File: src/rtl/atm_pkg.sv
// Shared types and default parameters for the ATM PIN verifier slice.
// Holds the controller state encoding, the eject-cause encoding and the
// default sizing used by atm_pin_verifier and its timer.
package atm_pkg;

    localparam int PIN_DIGITS_DEF = 4;    // digits per PIN
    localparam int DIGIT_W_DEF    = 4;    // bits per digit
    localparam int MAX_TRIES_DEF  = 3;    // failed attempts before ejection (1..3)
    localparam int TIMEOUT_DEF    = 500;  // idle cycles allowed in ENTRY
    localparam int TIME_W_DEF     = 9;    // countdown timer width

    typedef enum logic [2:0] {
        IDLE,
        LOAD,
        ENTRY,
        CHECK,
        GRANTED,
        EJECT
    } state_t;

    typedef enum logic [1:0] {
        NONE,
        TENTATIVA,
        TEMPO
    } cause_t;

endpackage

File: src/rtl/atm_idle_timer.sv
// Loadable down-counter used as an inactivity timer.
// Ports:
//   clk      - system clock, rising edge
//   rst_n    - synchronous active-low reset (count clears to 0)
//   load     - load load_val this cycle (wins over en)
//   en       - decrement by one this cycle; holds at zero
//   load_val - reload value
//   count    - current remaining cycles
//   zero     - count == 0
module atm_idle_timer #(
    parameter int W = 9
) (
    input  logic         clk,
    input  logic         rst_n,
    input  logic         load,
    input  logic         en,
    input  logic [W-1:0] load_val,
    output logic [W-1:0] count,
    output logic         zero
);

    always_ff @(posedge clk) begin
        if (!rst_n) begin
            count <= '0;
        end else if (load) begin
            count <= load_val;
        end else if (en && (count != '0)) begin
            count <= count - W'(1);
        end
    end

    assign zero = (count == '0);

endmodule

File: src/rtl/atm_pin_verifier.sv
// Card-side PIN verifier: collects keypad digits, compares the full PIN with
// the code latched from the card, counts failed attempts and ejects the card
// on attempt exhaustion or inactivity timeout.
// Ports:
//   clk, rst_n       - clock and synchronous active-low reset
//   card_in          - card present (level)
//   card_code        - stored PIN from card, digit 0 in the LSBs
//   digit            - keypad digit, qualified by digit_valid strobe
//   cancel           - user abort strobe
//   access_ok        - PIN accepted, session open (level)
//   pin_fail         - one-cycle pulse per wrong PIN
//   tries_left       - remaining attempts
//   tempo            - remaining idle cycles
//   ejeta_tentativa  - one-cycle eject pulse, attempts exhausted
//   ejeta_tempo      - one-cycle eject pulse, timeout
//   busy             - high in every state except IDLE
module atm_pin_verifier
    import atm_pkg::*;
#(
    parameter int PIN_DIGITS = PIN_DIGITS_DEF,
    parameter int DIGIT_W    = DIGIT_W_DEF,
    parameter int MAX_TRIES  = MAX_TRIES_DEF,
    parameter int TIMEOUT    = TIMEOUT_DEF,
    parameter int TIME_W     = TIME_W_DEF
) (
    input  logic                          clk,
    input  logic                          rst_n,
    input  logic                          card_in,
    input  logic [PIN_DIGITS*DIGIT_W-1:0] card_code,
    input  logic [DIGIT_W-1:0]            digit,
    input  logic                          digit_valid,
    input  logic                          cancel,
    output logic                          access_ok,
    output logic                          pin_fail,
    output logic [1:0]                    tries_left,
    output logic [TIME_W-1:0]             tempo,
    output logic                          ejeta_tentativa,
    output logic                          ejeta_tempo,
    output logic                          busy
);

    localparam int                CODE_W     = PIN_DIGITS * DIGIT_W;
    localparam int                IDX_W      = (PIN_DIGITS > 1) ? $clog2(PIN_DIGITS) : 1;
    localparam logic [IDX_W-1:0]  LAST_IDX   = IDX_W'(PIN_DIGITS - 1);
    localparam logic [1:0]        TRIES_INIT = 2'(MAX_TRIES);
    localparam logic [TIME_W-1:0] TIME_INIT  = TIME_W'(TIMEOUT);

    state_t             state, state_nx;
    cause_t             cause, cause_nx;
    logic [CODE_W-1:0]  code_r;
    logic [CODE_W-1:0]  entry_r;
    logic [IDX_W-1:0]   idx;
    logic               armed;      // cleared by ejection, set once card_in seen low

    logic               abort;
    logic               digit_take;
    logic               pin_match;
    logic               check_fail;
    logic               tmr_load;
    logic               tmr_en;
    logic               tmr_zero;

    // Card removal outranks cancel; both return to IDLE from any busy state.
    // EJECT always finishes its pulse, so cancel is not an abort there.
    always_comb begin
        abort      = (state != IDLE) && (!card_in || (cancel && (state != EJECT)));
        digit_take = (state == ENTRY) && !abort && digit_valid;
        pin_match  = (entry_r == code_r);
        check_fail = (state == CHECK) && !abort && !pin_match;
        tmr_load   = (state == LOAD) || digit_take || (check_fail && (tries_left > 2'd1));
        tmr_en     = (state == ENTRY) && !abort && !digit_valid;
    end

    atm_idle_timer #(
        .W (TIME_W)
    ) u_idle_timer (
        .clk      (clk),
        .rst_n    (rst_n),
        .load     (tmr_load),
        .en       (tmr_en),
        .load_val (TIME_INIT),
        .count    (tempo),
        .zero     (tmr_zero)
    );

    // State register
    always_ff @(posedge clk) begin
        if (!rst_n) begin
            state <= IDLE;
            cause <= NONE;
        end else begin
            state <= state_nx;
            cause <= cause_nx;
        end
    end

    // Next-state logic
    always_comb begin
        state_nx = state;
        cause_nx = cause;
        if (abort) begin
            state_nx = IDLE;
            cause_nx = NONE;
        end else begin
            case (state)
                IDLE:    if (card_in && armed) state_nx = LOAD;
                LOAD:    state_nx = ENTRY;
                ENTRY: begin
                    if (digit_valid) begin
                        if (idx == LAST_IDX) state_nx = CHECK;
                    end else if (tmr_zero) begin
                        state_nx = EJECT;
                        cause_nx = TEMPO;
                    end
                end
                CHECK: begin
                    if (pin_match) begin
                        state_nx = GRANTED;
                    end else if (tries_left <= 2'd1) begin
                        state_nx = EJECT;
                        cause_nx = TENTATIVA;
                    end else begin
                        state_nx = ENTRY;
                    end
                end
                GRANTED: state_nx = GRANTED;
                EJECT: begin
                    state_nx = IDLE;
                    cause_nx = NONE;
                end
                default: begin
                    state_nx = IDLE;
                    cause_nx = NONE;
                end
            endcase
        end
    end

    // Output logic
    always_comb begin
        busy            = (state != IDLE);
        access_ok       = (state == GRANTED);
        ejeta_tentativa = (state == EJECT) && (cause == TENTATIVA);
        ejeta_tempo     = (state == EJECT) && (cause == TEMPO);
    end

    // Digit register, attempt counter and rearm flag
    always_ff @(posedge clk) begin
        if (!rst_n) begin
            code_r     <= '0;
            entry_r    <= '0;
            idx        <= '0;
            tries_left <= TRIES_INIT;
            pin_fail   <= 1'b0;
            armed      <= 1'b1;
        end else begin
            pin_fail <= check_fail;

            if (state == LOAD) begin
                code_r     <= card_code;
                entry_r    <= '0;
                idx        <= '0;
                tries_left <= TRIES_INIT;
            end else if (digit_take) begin
                entry_r[int'(idx)*DIGIT_W +: DIGIT_W] <= digit;
                idx <= (idx == LAST_IDX) ? '0 : idx + IDX_W'(1);
            end else if (check_fail) begin
                entry_r <= '0;
                idx     <= '0;
                if (tries_left != 2'd0) tries_left <= tries_left - 2'd1;
            end

            if (state == EJECT) begin
                armed <= 1'b0;
            end else if (!card_in) begin
                armed <= 1'b1;
            end
        end
    end

endmodule
File: config.mk
export PLATFORM = sky130hd
export DESIGN_NAME = atm_pin_verifier
export DESIGN_NICKNAME = d
export VERILOG_FILES = /design/src/rtl/atm_pkg.sv /design/src/rtl/atm_idle_timer.sv /design/src/rtl/atm_pin_verifier.sv
export SDC_FILE = /design/constraint.sdc
export NUM_CORES = 1
export LEC_CHECK = 0
export CAP_MARGIN = 25
export CORE_ASPECT_RATIO = 0.9
export CORE_MARGIN = 1.5
export CORE_UTILIZATION = 35
export CTS_CLUSTER_DIAMETER = 80
export DETAILED_ROUTE_END_ITERATION = 6
export HOLD_SLACK_MARGIN = 0.12
export PLACE_DENSITY = 0.58
export SETUP_SLACK_MARGIN = 0.4
export SLEW_MARGIN = 25
export SYNTH_ARGS = -nofsm -noshare
export SYNTH_HDL_FRONTEND = slang
export SYNTH_HIERARCHICAL = 1
export SYNTH_SLANG_ARGS = --single-unit
File: constraint.sdc
create_clock -name clk -period 2.9 [get_ports clk]
set_input_delay 0.58 -clock clk [delete_from_list [all_inputs] [get_ports clk]]
set_output_delay 0.58 -clock clk [all_outputs]
set_load 0.1 [all_outputs]
==> results.toml <==
[status]
status = "finished, final reports clean"

[placed_design]
io_buffers = 40
place_area_sq_mm = 0.00321
pre_cts_ws_ns = 0.371
gp_congestion = 0.834
hpwl_microns = 4590

[sta]
timing.fmax_mhz = 454
finalWorstSetupSlack_ns = 0.699
setup_viol = 0
hold_slack_ns = 0.478
period_share = 0.759
hold_violations = 0
tightest_slew_ns = 0.717
skew_ns = 0.00907
tns_ns = 0
fin_crit_ns = 2.20
relSlewSlack = 0.517
maxSlewViolCount = 0
rsz0062_at_grt = "no"

[logic_synthesis]
yosys.area_share.simple = 0.239
synthTopCellsByArea = "dfxtp_1 (38%), a32o_1 (6.6%), nand2_1 (6.1%)"
synth_top_family_by_area = "compound AO/OA/AOI/OAI gates"
synthesis.area_sq_mm = 0.00272
yosys_warnings = 6
synth_xor_xnor_area_share = 0.0516
synth_compound_area_frac = 0.244
synth_seq_cells = 52
yosysUniqueCellTypes = 60
synth_largest_area_cell = "dfxtp_1"
synthArstFlopShare = 0
yosysSeqAreaShare = 0.383
ys.flop_type = "dfxtp_1"
synth_area_per_cell_sq_um = 8.88
synth_adder_area_share = 0.0322
synth_top_cell_area_share = 0.383
netlist_instances = 306
synth_edf_count = 0
synthMuxAreaShare = 0.00368

[cts]
cts.sinks = 52
clock_path_buffers = 2
cts_hold_buffers = 0
cts_tree = "built"
numCtsBuffers = 5
ctsResizeCount = 0
postCtsSetupBuffers = 0
clock_latency_ns = 0.31
path_clk_slew_ns = 0.10
root_buffer = "clkbuf_8"
htree_levels = 2

[global_route]
grt-ovfl-total = 0
antenna_found_initial = 0
grt_usage = 0.166
grt_max_degree = 30
grt_pass1_wl_microns = 10700
grt_pass1_vias = 2082

[drt]
drt_wl_total_microns = 6320
drtAntennaViolNets = 0
vias_per_cell = 5.31
drc = 0
drt_pass1_iterations = 4
drt_iter0_drc = 105
num_vias = 2388
wl_per_cell_microns = 14.0

[floorplanning]
start_util = 0.360
die-height_microns = 86.6
fp-row-count = 30
die_area_sq_mm = 0.00830
die_x_microns = 95.9
ios = 41
core_sq_mm = 0.00754

[layout]
synthToLayoutAreaGrowth_pct = 22.6
fill_cells = 763
fin_area_sq_mm = 0.00333
utilization = 0.441
final_cell_mix = "dfxtp_1 (49), nand2_1 (44), clkdlybuf4s50_1 (24)"
diodes = 0
layout.nets = 385
layout_commonest_cell = "dfxtp_1"
drive_above_1_share = 0.144

[pwr]
ir_drop_v = 0.000363
leakage_nw = 1.34
powerDensity_mw_per_mm2 = 560

[critical_path]
crit_arrival_ns = 2.44
critPathKind = "in -> reg"
cp_data_required_time_ns = 3.14
crit_path_max_fanout = 12
start_kind = "primary input"
endpoint_kind = "register"

[hold_path]
min-delay-path-class = "reg -> reg"

[flow_run]
max_cap_viol_count = 0
==> registers in the layout, summed over array words and instances, names as in the netlist, 2 cells and up <==
| register | cells |
|---|---|
| code_r | 16 |
| tries_left | 2 |
| idx | 2 |
| entry_r | 16 |
| u_idle_timer/count | 9 |
| state | 3 |
| cause | 2 |
==> through the flow <==
step	std cells	total power, mW
after floorplan	313	1.21
after global placement	442	1.35
after detailed placement	442	1.35
after CTS	450	1.88
after global routing	450	1.97
final	450	1.87
==> where the power goes <==
part | switching (mW) | total [mW] | internal, mW | leakage, nW
Combinational | 0.350 | 0.526 | 0.176 | 0.855
Sequential | 0.0527 | 0.805 | 0.753 | 0.423
Clock | 0.252 | 0.535 | 0.283 | 0.0614
Total | 0.654 | 1.87 | 1.21 | 1.34
==> worst paths after layout <==
path,from,endpoint,slack [ns],cells past startpoint
worst min register to register,code_r[12],code_r[12],0.48,2
worst max register to register,code_r[8],u_idle_timer/count[7],0.71,9
worst max-delay path,card_in,u_idle_timer/count[7],0.70,8
worst min-delay path,code_r[12],code_r[12],0.48,2
==> cell usage after synthesis, types with 2 or more instances <==
library cell / number
and3_1: 6
a211oi_1: 2
nor2b_1: 5
a21boi_1: 3
o211ai_1: 5
xor2_1: 16
o21a_1: 2
clkbuf_1: 3
o21ai_0: 11
a21o_1: 3
and4_1: 3
inv_1: 9
o2111ai_1: 3
or3_1: 4
nor4_1: 7
a21boi_0: 14
dfxtp_1: 52
nand2b_1: 2
nor2_1: 12
a21oi_1: 11
nor3_2: 2
nand3_1: 9
nand2_1: 44
and3_4: 2
o21ai_1: 2
a32o_1: 18
nor3_1: 3
buf_6: 2
a31oi_1: 4
nor3b_1: 3
nor4b_1: 2
buf_2: 7
conb_1: 2
ha_1: 7
==> logic make-up (layout without fill, tap and decap cells) <==
group | count (synthesis) | count (layout)
adder cells (fa/ha/maj) | 7 | 7
multiplexers | 1 | 1
flip-flops | 52 | 52
buffers and inverters | 24 | 65
other | 2 | 9
AO/OA/AOI/OAI | 87 | 87
AND/OR/NAND/NOR | 117 | 117
XOR/XNOR | 16 | 16
==> critical path, cell delays in order <==
cell	delay, ns
clkdlybuf4s50_1	0.54
o21ai_1	0.15
nor2_2	0.23
nand2_1	0.08
o211ai_1	0.23
inv_1	0.24
and4_1	0.24
nor3_1	0.15
==> area by class of cell <==
class	count	area [sq um]	area share
multi-input combinational	237	1590	0.479
clock inverter	2	38.8	0.0116
timing repair buffer	47	413	0.124
sequential	52	1040	0.314
tap	96	120	0.0361
clock buffer	6	82.6	0.0248
inverter	10	37.5	0.0113
==> layer usage <==
layer | part of all wire | up-vias | wire, microns | GRT usage
li1 | - | 1215 | - | -
met1 | 0.53 | 1124 | 3320 | 0.254
met2 | 0.43 | 44 | 2690 | 0.230
met3 | 0.037 | 5 | 234 | 0.0351
met4 | 0.011 | 0 | 72 | 0.0521
met5 | 0 | - | 0 | 0
(Power assumes the default switching activity.)
==> edit: new RTL, same flow settings <==
`DIGIT_W_DEF`: 4 -> 3.
--- a/src/rtl/atm_pkg.sv
+++ b/src/rtl/atm_pkg.sv
@@ -4,7 +4,7 @@
 package atm_pkg;
 
     localparam int PIN_DIGITS_DEF = 4;    // digits per PIN
-    localparam int DIGIT_W_DEF    = 4;    // bits per digit
+    localparam int DIGIT_W_DEF    = 3;    // bits per digit
     localparam int MAX_TRIES_DEF  = 3;    // failed attempts before ejection (1..3)
     localparam int TIMEOUT_DEF    = 500;  // idle cycles allowed in ENTRY
     localparam int TIME_W_DEF     = 9;    // countdown timer width
Interface: changed (resized card_code and digit); port bits go from 41 to 36. No check against the original RTL was run, so the function may have changed too.
==> edit against the original RTL <==
- area after synthesis is 12% lower
- largest cell class unchanged
- count of clock-buffer cells in the layout is 1 lower
- global-route usage is 0.59 points lower
- via count is 12% lower
- sequential share of layout area is 1.4 points lower
- setup slack worse by 0.15 ns
- routed wire length is 12% lower
- design area is 12% lower
- utilization is 0.55 points higher
- final cell count is 10% lower
- fmax is 6.2% lower
- highest routed layer unchanged
- sequential cell count is 8 lower
Power is not compared: it rests on default switching activity, and its combinational part moved more than twofold at a synthesized area within 25%.
==> edit: results (changes against the original RTL) <==
* CP Max Fanout at 6 (was 12)
* Wire per inst at 13.8 microns (was 14.0 microns)
* Iter 0 DRT Violations at 106 (was 105)
* VDD IR max at ~0.0006 V
* PortBufs at 35 (was 40)
* First-pass GRT wire length at 9.41 mm (was 10.7 mm)
* Place WS at 0.253 ns (was 0.371 ns)
* Share of cells above drive strength 1 at 15.9% (was 14.4%)
* Initial antenna violation count at 0 (unchanged)
* Slowest stage cell, crit path: clkdlybuf4s50_1 (unchanged)
* Htree depth at 2 (unchanged)
* DPL Wire Length at 4.10 mm (was 4.59 mm)
* Post-synth ARST share at 0% (unchanged)
* Filler-free cell count of the finished design at 405 (was 450)
* 1st-pass router iterations at 4 (unchanged)
* Crit path largest cell delay at 0.52 ns (was 0.54 ns)
* Largest net degree at the start of global routing at 23 (was 30)
* Root buffer cell: clkbuf_8 (unchanged)
* Top delay family on crit path: simple AND/OR/NAND/NOR gates (was buffers and inverters)
* Clock buffer depth at 2 (unchanged)
* CTS clock-pin slew for the worst setup and hold paths at 0.08 ns (was 0.10 ns)
* Synth area leaders: dfxtp_1 37%, nand2_1 5.8%, a32o_1 5.1% (was dfxtp_1 38%, a32o_1 6.6%, nand2_1 6.1%)
* Nets at 341 (was 385)
* Synth top cells by count: 44 x dfxtp_1, 37 x nand2_1, 13 x o21ai_0 (was 52 x dfxtp_1, 44 x nand2_1, 18 x a32o_1, 16 x xor2_1, 14 x a21boi_0)
* HP Class: flop to flop (unchanged)
* Gpl congestion at 0.814 (was 0.834)
* Leak at around 1.1 nW
* Number of global-route vias before repair at 1938 (was 2082)
* Placed Area at 0.00282 sq mm (was 0.00321 sq mm)
* Clk_lat worst skew at 0.30 ns
* Distinct cell type count after synthesis at 60 (unchanged)
* Largest regs: code_r: 12 flops, entry_r: 12 flops, u_idle_timer/count: 9 flops (was code_r: 16 flops, entry_r: 16 flops, u_idle_timer/count: 9 flops)
* Inserted Clock Buffers at 5 (unchanged)
* CP arrival at 2.57 ns (was 2.44 ns)
* Status: completed (unchanged)
* Sequential share of the synthesized area at 37.1% (was 38.3%)
* Slew @ Worst Pin at 0.586 ns (was 0.717 ns)
* Synth area leader: dfxtp_1 (unchanged)
* Cell count after placement at 397 (was 442)
* Warnings from Yosys at 6 (unchanged)
* Via count at 2098 (was 2388)
* Ant. Diodes at 0 (unchanged)
* Clk_skew at 0.00581 ns (was 0.00907 ns)
* Avg Cell Area, Syn at 8.77 sq um (was 8.88 sq um)
* Total GRT Usage at 16.1% (was 16.6%)
[edit: tightest hold or removal path, cell delays in order (launching register included)]
cell and delay, ns:
dfxtp_1 0.33, nand2_1 0.05, a21boi_0 0.06
[edit: final timing paths]
check	startpoint	endpoint	slack, ns	cells past startpoint
setup / recovery	card_in	u_idle_timer/count[4]$_SDFFE_PN0P_	0.55	7
hold / removal	code_r[0]$_SDFFE_PN0P_	code_r[0]$_SDFFE_PN0P_	0.48	2
setup reg to reg	state[2]$_SDFFE_PP0P_	u_idle_timer/count[7]$_SDFFE_PN0P_	0.79	7
hold reg to reg	code_r[0]$_SDFFE_PN0P_	code_r[0]$_SDFFE_PN0P_	0.48	2
[edit: power breakdown]
group	internal [W]	total (W)	switching [W]	leakage [nW]
Combinational	0.000432	0.00137	0.000941	0.658
Clock	0.000255	0.000473	0.000218	0.0541
Sequential	0.000709	0.000854	0.000145	0.357
[edit: cell families after synthesis]
| family | Yosys count | share of synthesized area (%) |
|---|---|---|
| xor+xnor | 12 | 4.42 |
| mux | 2 | 0.842 |
| flops | 44 | 37.1 |
| fa+ha+maj | 7 | 3.68 |
| simple gates | 106 | 24.5 |
| other cells | 2 | 0.316 |
| compound gates | 74 | 23.8 |
| buf+inv | 24 | 5.42 |
[edit: cell type report]
cell class / count / area, sq um
Tap cell: 90 / 113
Fill cell: 680 / 3640
Multi-Input combinational cell: 210 / 1410
Inverter: 11 / 41.3
Clock buffer: 5 / 68.8
Timing Repair Buffer: 42 / 388
Sequential cell: 44 / 882
Clock inverter: 3 / 42.5
[edit: routing by layer]
metal / up-vias / routed length, microns / GRT usage (%)
li1: 1073 / - / -
met1: 974 / 2890 / 22.7
met2: 46 / 2390 / 24.9
met3: 5 / 253 / 3.93
met4: 0 / 40 / 3.33
met5: - / 0 / 0
[edit: through the flow]
| stage | power, W | utilization, % |
|---|---|---|
| after CTS | 0.00271 | 44.5 |
| after global placement | 0.00223 | 42.8 |
| after detailed placement | 0.00223 | 42.8 |
| final | 0.00270 | 44.7 |
| after global routing | 0.00287 | 44.7 |
| after floorplan | 0.00197 | - |
[edit: what timing repair did]
item,CTS,global route
setup endpoints to repair,0,2
hold buffers,0,0
resized for setup,0,3
setup buffers,0,0
